[config.mk]
export PLATFORM = sky130hd
export DESIGN_NAME = multicycle_control_unit
export DESIGN_NICKNAME = d
export VERILOG_FILES = /design/src/rtl/rv32_pkg.sv /design/src/rtl/alu_decoder.sv /design/src/rtl/multicycle_control_unit.sv
export SDC_FILE = /design/constraint.sdc
export NUM_CORES = 1
export LEC_CHECK = 0
export BUFFER_PORTS_ARGS = -buffer_cell sky130_fd_sc_hd__buf_2
export CORE_MARGIN = 10
export CORE_UTILIZATION = 45
export DETAILED_ROUTE_END_ITERATION = 8
export PLACE_DENSITY = 0.72
export SLEW_MARGIN = 25
export SYNTH_ARGS = -nofsm -noshare
export SYNTH_HDL_FRONTEND = slang
export SYNTH_SLANG_ARGS = --single-unit
[constraint.sdc]
create_clock -name clk -period 2.8 [get_ports clk]
set_input_delay 0.14 -clock clk [delete_from_list [all_inputs] [get_ports clk]]
set_output_delay 0.14 -clock clk [all_outputs]
set_load 0.05 [all_outputs]
[src/rtl/rv32_pkg.sv]
// rtl/rv32_pkg.sv - shared FSM states, opcodes, immediate formats and ALU codes
// Contents: state_t enum, OP_TYPE_* opcodes, EXT_* immediate formats,
//           WB_* write-back selects, funct7 classes and the alu_op helper.
package rv32_pkg;

  typedef enum logic [3:0] {
    FETCH,
    DECODE,
    R_EXE,
    I_EXE,
    B_EXE,
    LU_EXE,
    AU_EXE,
    J_EXE,
    JL_EXE,
    S_EXE,
    S_MEM,
    L_EXE,
    L_MEM,
    L_WB,
    ILLEGAL
  } state_t;

  localparam logic [6:0] OP_TYPE_R  = 7'b0110011;
  localparam logic [6:0] OP_TYPE_I  = 7'b0010011;
  localparam logic [6:0] OP_TYPE_B  = 7'b1100011;
  localparam logic [6:0] OP_TYPE_LU = 7'b0110111;
  localparam logic [6:0] OP_TYPE_AU = 7'b0010111;
  localparam logic [6:0] OP_TYPE_J  = 7'b1101111;
  localparam logic [6:0] OP_TYPE_JL = 7'b1100111;
  localparam logic [6:0] OP_TYPE_S  = 7'b0100011;
  localparam logic [6:0] OP_TYPE_L  = 7'b0000011;

  localparam logic [2:0] EXT_I = 3'b000;
  localparam logic [2:0] EXT_S = 3'b001;
  localparam logic [2:0] EXT_B = 3'b010;
  localparam logic [2:0] EXT_U = 3'b011;
  localparam logic [2:0] EXT_J = 3'b100;

  localparam logic [1:0] WB_ALU = 2'b00;
  localparam logic [1:0] WB_MEM = 2'b01;
  localparam logic [1:0] WB_IMM = 2'b10;
  localparam logic [1:0] WB_PC  = 2'b11;

  localparam logic [6:0] F7_BASE = 7'b0000000;
  localparam logic [6:0] F7_ALT  = 7'b0100000;
  localparam logic [6:0] F7_MEXT = 7'b0000001;

  localparam logic [4:0] ALU_ADD = 5'b00000;

  // ALU op layout: {M-extension, alternate (funct7[5]), funct3}
  function automatic logic [4:0] alu_op(input logic mext, input logic alt,
                                        input logic [2:0] f3);
    return {mext, alt, f3};
  endfunction

endpackage

[src/rtl/alu_decoder.sv]
// rtl/alu_decoder.sv - combinational ALU operation decode from instruction fields
// Ports: op[6:0], funct3[2:0], funct7[6:0] in; alu_control[4:0] out.
// Parameter EN_MEXT: nonzero decodes RV32M R-type ops onto the M-op bit.
module alu_decoder
  import rv32_pkg::*;
#(
  parameter int EN_MEXT = 0
) (
  input  logic [6:0] op,
  input  logic [2:0] funct3,
  input  logic [6:0] funct7,
  output logic [4:0] alu_control
);

  always_comb begin
    alu_control = ALU_ADD;
    case (op)
      OP_TYPE_R: begin
        if ((EN_MEXT != 0) && (funct7 == F7_MEXT)) begin
          alu_control = alu_op(1'b1, 1'b0, funct3);
        end else begin
          alu_control = alu_op(1'b0, funct7[5], funct3);
        end
      end
      OP_TYPE_I: begin
        // Only shifts carry an arithmetic/logical selector in funct7[5];
        // for other I-type ops that bit belongs to the immediate.
        if ((funct3 == 3'b001) || (funct3 == 3'b101)) begin
          alu_control = alu_op(1'b0, funct7[5], funct3);
        end else begin
          alu_control = alu_op(1'b0, 1'b0, funct3);
        end
      end
      OP_TYPE_B: alu_control = alu_op(1'b0, 1'b0, funct3);
      default:   alu_control = ALU_ADD;
    endcase
  end

endmodule

[src/rtl/multicycle_control_unit.sv]
// rtl/multicycle_control_unit.sv - multicycle RV32I control FSM with retired-instruction counter
// Ports: clk, reset_n (async active-low); op, funct3, funct7 instruction fields;
//        dmem_ready memory handshake; PCEn, IREn, regFile_wr_en, AluSrcMuxSel,
//        RFWriteDataSrcMuxSel[1:0], dataMem_wr_en, dataMem_rd_en, extType[2:0],
//        Bbranch, Jbranch, JIbranch, ALUControl[4:0], illegal_instr, instret[CNT_W-1:0].
module multicycle_control_unit
  import rv32_pkg::*;
#(
  parameter int EN_MEXT  = 0,
  parameter int MEM_WAIT = 1,
  parameter int CNT_W    = 32
) (
  input  logic             clk,
  input  logic             reset_n,
  input  logic [6:0]       op,
  input  logic [2:0]       funct3,
  input  logic [6:0]       funct7,
  input  logic             dmem_ready,
  output logic             PCEn,
  output logic             IREn,
  output logic             regFile_wr_en,
  output logic             AluSrcMuxSel,
  output logic [1:0]       RFWriteDataSrcMuxSel,
  output logic             dataMem_wr_en,
  output logic             dataMem_rd_en,
  output logic [2:0]       extType,
  output logic             Bbranch,
  output logic             Jbranch,
  output logic             JIbranch,
  output logic [4:0]       ALUControl,
  output logic             illegal_instr,
  output logic [CNT_W-1:0] instret
);

  state_t     state;
  logic [4:0] alu_control;
  logic       r_legal;
  logic       mem_done;

  alu_decoder #(.EN_MEXT(EN_MEXT)) u_alu_decoder (
    .op          (op),
    .funct3      (funct3),
    .funct7      (funct7),
    .alu_control (alu_control)
  );

  // R-type is defined only for the base, alternate and (optionally) M funct7 classes.
  assign r_legal = (funct7 == F7_BASE) || (funct7 == F7_ALT) ||
                   ((EN_MEXT != 0) && (funct7 == F7_MEXT));

  // Without memory wait states the access phase always completes in one cycle.
  assign mem_done = (MEM_WAIT == 0) || dmem_ready;

  always_ff @(posedge clk or negedge reset_n) begin
    if (!reset_n) begin
      state   <= FETCH;
      instret <= '0;
    end else begin
      // A skipped illegal instruction advances the PC but does not retire.
      if (PCEn && (state != ILLEGAL)) begin
        instret <= instret + CNT_W'(1);
      end
      case (state)
        FETCH: state <= DECODE;
        DECODE: begin
          case (op)
            OP_TYPE_R:  state <= r_legal ? R_EXE : ILLEGAL;
            OP_TYPE_I:  state <= I_EXE;
            OP_TYPE_B:  state <= B_EXE;
            OP_TYPE_LU: state <= LU_EXE;
            OP_TYPE_AU: state <= AU_EXE;
            OP_TYPE_J:  state <= J_EXE;
            OP_TYPE_JL: state <= JL_EXE;
            OP_TYPE_S:  state <= S_EXE;
            OP_TYPE_L:  state <= L_EXE;
            default:    state <= ILLEGAL;
          endcase
        end
        S_EXE: state <= S_MEM;
        S_MEM: if (mem_done) state <= FETCH;
        L_EXE: state <= L_MEM;
        L_MEM: if (mem_done) state <= L_WB;
        default: state <= FETCH;
      endcase
    end
  end

  always_comb begin
    PCEn                 = 1'b0;
    IREn                 = 1'b0;
    regFile_wr_en        = 1'b0;
    AluSrcMuxSel         = 1'b0;
    RFWriteDataSrcMuxSel = WB_ALU;
    dataMem_wr_en        = 1'b0;
    dataMem_rd_en        = 1'b0;
    extType              = EXT_I;
    Bbranch              = 1'b0;
    Jbranch              = 1'b0;
    JIbranch             = 1'b0;
    ALUControl           = ALU_ADD;
    illegal_instr        = 1'b0;
    case (state)
      FETCH: IREn = 1'b1;
      R_EXE: begin
        PCEn          = 1'b1;
        regFile_wr_en = 1'b1;
        ALUControl    = alu_control;
      end
      I_EXE: begin
        PCEn          = 1'b1;
        regFile_wr_en = 1'b1;
        AluSrcMuxSel  = 1'b1;
        extType       = EXT_I;
        ALUControl    = alu_control;
      end
      B_EXE: begin
        PCEn       = 1'b1;
        Bbranch    = 1'b1;
        extType    = EXT_B;
        ALUControl = alu_control;
      end
      LU_EXE: begin
        PCEn                 = 1'b1;
        regFile_wr_en        = 1'b1;
        RFWriteDataSrcMuxSel = WB_IMM;
        extType              = EXT_U;
      end
      AU_EXE: begin
        PCEn                 = 1'b1;
        regFile_wr_en        = 1'b1;
        AluSrcMuxSel         = 1'b1;
        RFWriteDataSrcMuxSel = WB_PC;
        extType              = EXT_U;
      end
      J_EXE: begin
        PCEn                 = 1'b1;
        regFile_wr_en        = 1'b1;
        Jbranch              = 1'b1;
        RFWriteDataSrcMuxSel = WB_PC;
        extType              = EXT_J;
      end
      JL_EXE: begin
        PCEn                 = 1'b1;
        regFile_wr_en        = 1'b1;
        JIbranch             = 1'b1;
        AluSrcMuxSel         = 1'b1;
        RFWriteDataSrcMuxSel = WB_PC;
        extType              = EXT_I;
      end
      S_EXE: begin
        AluSrcMuxSel = 1'b1;
        extType      = EXT_S;
      end
      S_MEM: begin
        dataMem_wr_en = 1'b1;
        PCEn          = mem_done;
      end
      L_EXE: begin
        AluSrcMuxSel = 1'b1;
        extType      = EXT_I;
      end
      L_MEM: dataMem_rd_en = 1'b1;
      L_WB: begin
        PCEn                 = 1'b1;
        regFile_wr_en        = 1'b1;
        RFWriteDataSrcMuxSel = WB_MEM;
      end
      ILLEGAL: begin
        PCEn          = 1'b1;
        illegal_instr = 1'b1;
      end
      default: ;
    endcase
  end

endmodule

==> results.json <==
{
  "synth_top_area_share": 0.405,
  "syn-num-nets": 263,
  "critPathMaxStageDelay_ns": 0.60,
  "die_y_um": 90.3,
  "die_w_um": 90.3,
  "tightest_slew_ns": 0.766,
  "netlist_area_sq_um": 2220,
  "worstSkewPairLatency_ns": 0.28,
  "tns_ns": 0,
  "vias_per_cell": 5.20,
  "ant_nets": 0,
  "ys.flop_type": "dfrtp_1",
  "core-area_sq_um": 4750,
  "rsz0062_at_grt": "false",
  "cts_tree": "built",
  "cts_made_buffers": 5,
  "peakVddDrop_v": 0.000831,
  "power_density_nw_per_um2": 860,
  "yosysTopAreaCell": "dfrtp_1",
  "port_buffers": 70,
  "hold_path_depth": 2,
  "synth.area.top_cells": "dfrtp_1 40%, xor2_1 7.5%, xnor2_1 5.5%",
  "r2r_end": "instret[15]",
  "cts_htree_levels": 2,
  "arrival_ns": 2.35,
  "first_global_vias": 1841,
  "setup_viol": 0,
  "nFillCells": 461,
  "synth-edff-count": 0,
  "areaGrowthSynthToFinish_pct": 21.0,
  "gp_congestion": 0.910,
  "layout_commonest_cell": "buf_2",
  "drv_slew": 0,
  "hold_viol_final": 0,
  "status": "finished, final reports clean",
  "mostFrequentLayoutCells": "70 x buf_2, 36 x dfrtp_1, 23 x nand2_1",
  "cp_cell_sequence": "nor2_1 > nand2_1 > a211oi_1 > a21boi_0 > and2_1 > buf_2",
  "drt-initial-drc-count": 118,
  "wire_per_inst_um": 14.3,
  "async_flop_share": 1.00,
  "cts.sinks": 36,
  "min_path_type": "primary input to register",
  "crit_required_ns": 2.66,
  "ios": 72,
  "clkSlewWorstSetupHoldPaths_ns": 0.06,
  "ys_warn_count": 0,
  "die-area_sq_um": 8160,
  "post_cts_buffers": 0,
  "min_period_ns": 2.49,
  "track_usage": 0.128,
  "hpwl_um": 4090,
  "reg2reg_from": "state[1]",
  "num_vias": 1957,
  "design_area_sq_um": 2690,
  "setup.worst_path.end_class": "output pin",
  "firstDrtPassIters": 4,
  "grt_pass1_wl_um": 8940,
  "routed_wl_um": 5370,
  "min_from": "op[5]",
  "drive_gt1_frac": 0.291,
  "drcViolationCount": 0,
  "fin_nets": 330,
  "ys_seq_area_frac": 0.405,
  "synth.distinct_cells": 50,
  "core.rowCount": 25,
  "fin_crit_sh": 0.890,
  "cp_slowest_cell": "dfrtp_1",
  "crit_fanout": 22,
  "max_clock_freq_mhz": 401,
  "synthCells": 242,
  "cts-root-buf": "clkbuf_8",
  "setup_slack_ns": 0.308,
  "place_area_sq_um": 2610,
  "synth-seq-cells": 36,
  "slew_headroom": 0.489,
  "cts_buffer_depth": 2,
  "maxCapViolCount": 0,
  "syn_area_per_cell_sq_um": 9.19,
  "dp_slack_ns": 0.496,
  "design_power_total_mw": 2.32,
  "antenna_found_initial": 0,
  "grt_max_degree": 37,
  "start_kind": "register",
  "overflow": 0,
  "start_util": 0.468,
  "finClkSkew_ns": 0.00398,
  "worst-setup-path-type": "register to output pin",
  "r2r_slack_ns": 0.47,
  "p_leak_nw": 1.38,
  "worst-r2r-cell-count": 6,
  "antenna_cells": 0,
  "min_to": "state[1]"
}
[sequential cells by signal, summed over array words and instances, names as in the netlist]
signal	count
state	4
instret	32
[Yosys cell counts (2+ instances only)]
| cell | number |
|---|---|
| a211oi_1 | 2 |
| a21boi_0 | 2 |
| a21oi_1 | 8 |
| and2_1 | 4 |
| and3_1 | 7 |
| and4_1 | 2 |
| buf_2 | 3 |
| buf_6 | 2 |
| clkbuf_1 | 6 |
| dfrtp_1 | 36 |
| inv_1 | 14 |
| nand2_1 | 23 |
| nand2b_1 | 5 |
| nand3_1 | 7 |
| nand4_1 | 4 |
| nor2_1 | 15 |
| nor2b_1 | 4 |
| nor3_1 | 20 |
| nor3_2 | 2 |
| nor4_1 | 3 |
| o21ai_0 | 10 |
| o31ai_1 | 3 |
| or3_1 | 2 |
| xnor2_1 | 14 |
| xor2_1 | 19 |
[worst max-delay path: cells and delay by family, from the launching register on]
kind            cells  cell delay [ns]
simple gates        3             0.62
compound gates      2             0.59
flops               1             0.60
buf+inv             1             0.26
[routing by layer]
metal	wire, um	global-route usage
met5	0	0
met3	341	0.0366
met4	66	0.0438
met1	2490	0.167
met2	2470	0.196
[kinds of logic after synthesis]
kind of cell / Yosys count / share of synthesized area
and+or+nand+nor: 107 / 0.271
AOI/OAI and AO/OA: 37 / 0.126
other: 1 / 0.00169
buffers and inverters: 26 / 0.0540
adders and majority gates: 1 / 0.00562
DFF: 36 / 0.405
xor gates and xnor gates: 33 / 0.130
muxes: 1 / 0.00675
[worst max-delay path by stage]
| stage | from | to | cells past startpoint |
|---|---|---|---|
| after floorplan | state[2] | RFWriteDataSrcMuxSel[1] | 4 |
| after global placement | state[1] | instret[15] | 6 |
| after detailed placement | state[1] | instret[17] | 6 |
| after CTS | state[1] | ALUControl[1] | 6 |
| after global routing | state[1] | ALUControl[2] | 6 |
| final | state[1] | ALUControl[1] | 6 |
[area by class of cell]
| type | count | area (sq um) | share of cell area |
|---|---|---|---|
| sequential | 36 | 901 | 0.335 |
| inverter | 14 | 52.6 | 0.0195 |
| multi-input combinational | 180 | 1210 | 0.449 |
| timing repair buffer | 72 | 368 | 0.137 |
| clock buffer | 6 | 72.6 | 0.0270 |
| clock inverter | 1 | 5.00 | 0.00186 |
| tap | 67 | 83.8 | 0.0311 |
[what timing repair did]
item	in CTS	in global routing
gates resized for setup	0	0
hold endpoints to repair	36	0
endpoints found under the setup margin	0	0
hold buffers	1	0
[where the power goes]
group | total, mW | internal (mW) | switching [mW]
Sequential | 0.775 | 0.594 | 0.181
Combinational | 1.20 | 0.340 | 0.861
Clock | 0.340 | 0.169 | 0.171
[per-stage QoR]
step                hold WS, ns   util  cells
floorplan                -0.156      -    242
global placement          0.266  0.548    368
detailed placement        0.266  0.548    368
CTS                       0.143  0.566    376
global route              0.170  0.566    376
finish                    0.155  0.566    376
(Power assumes the default switching activity.)
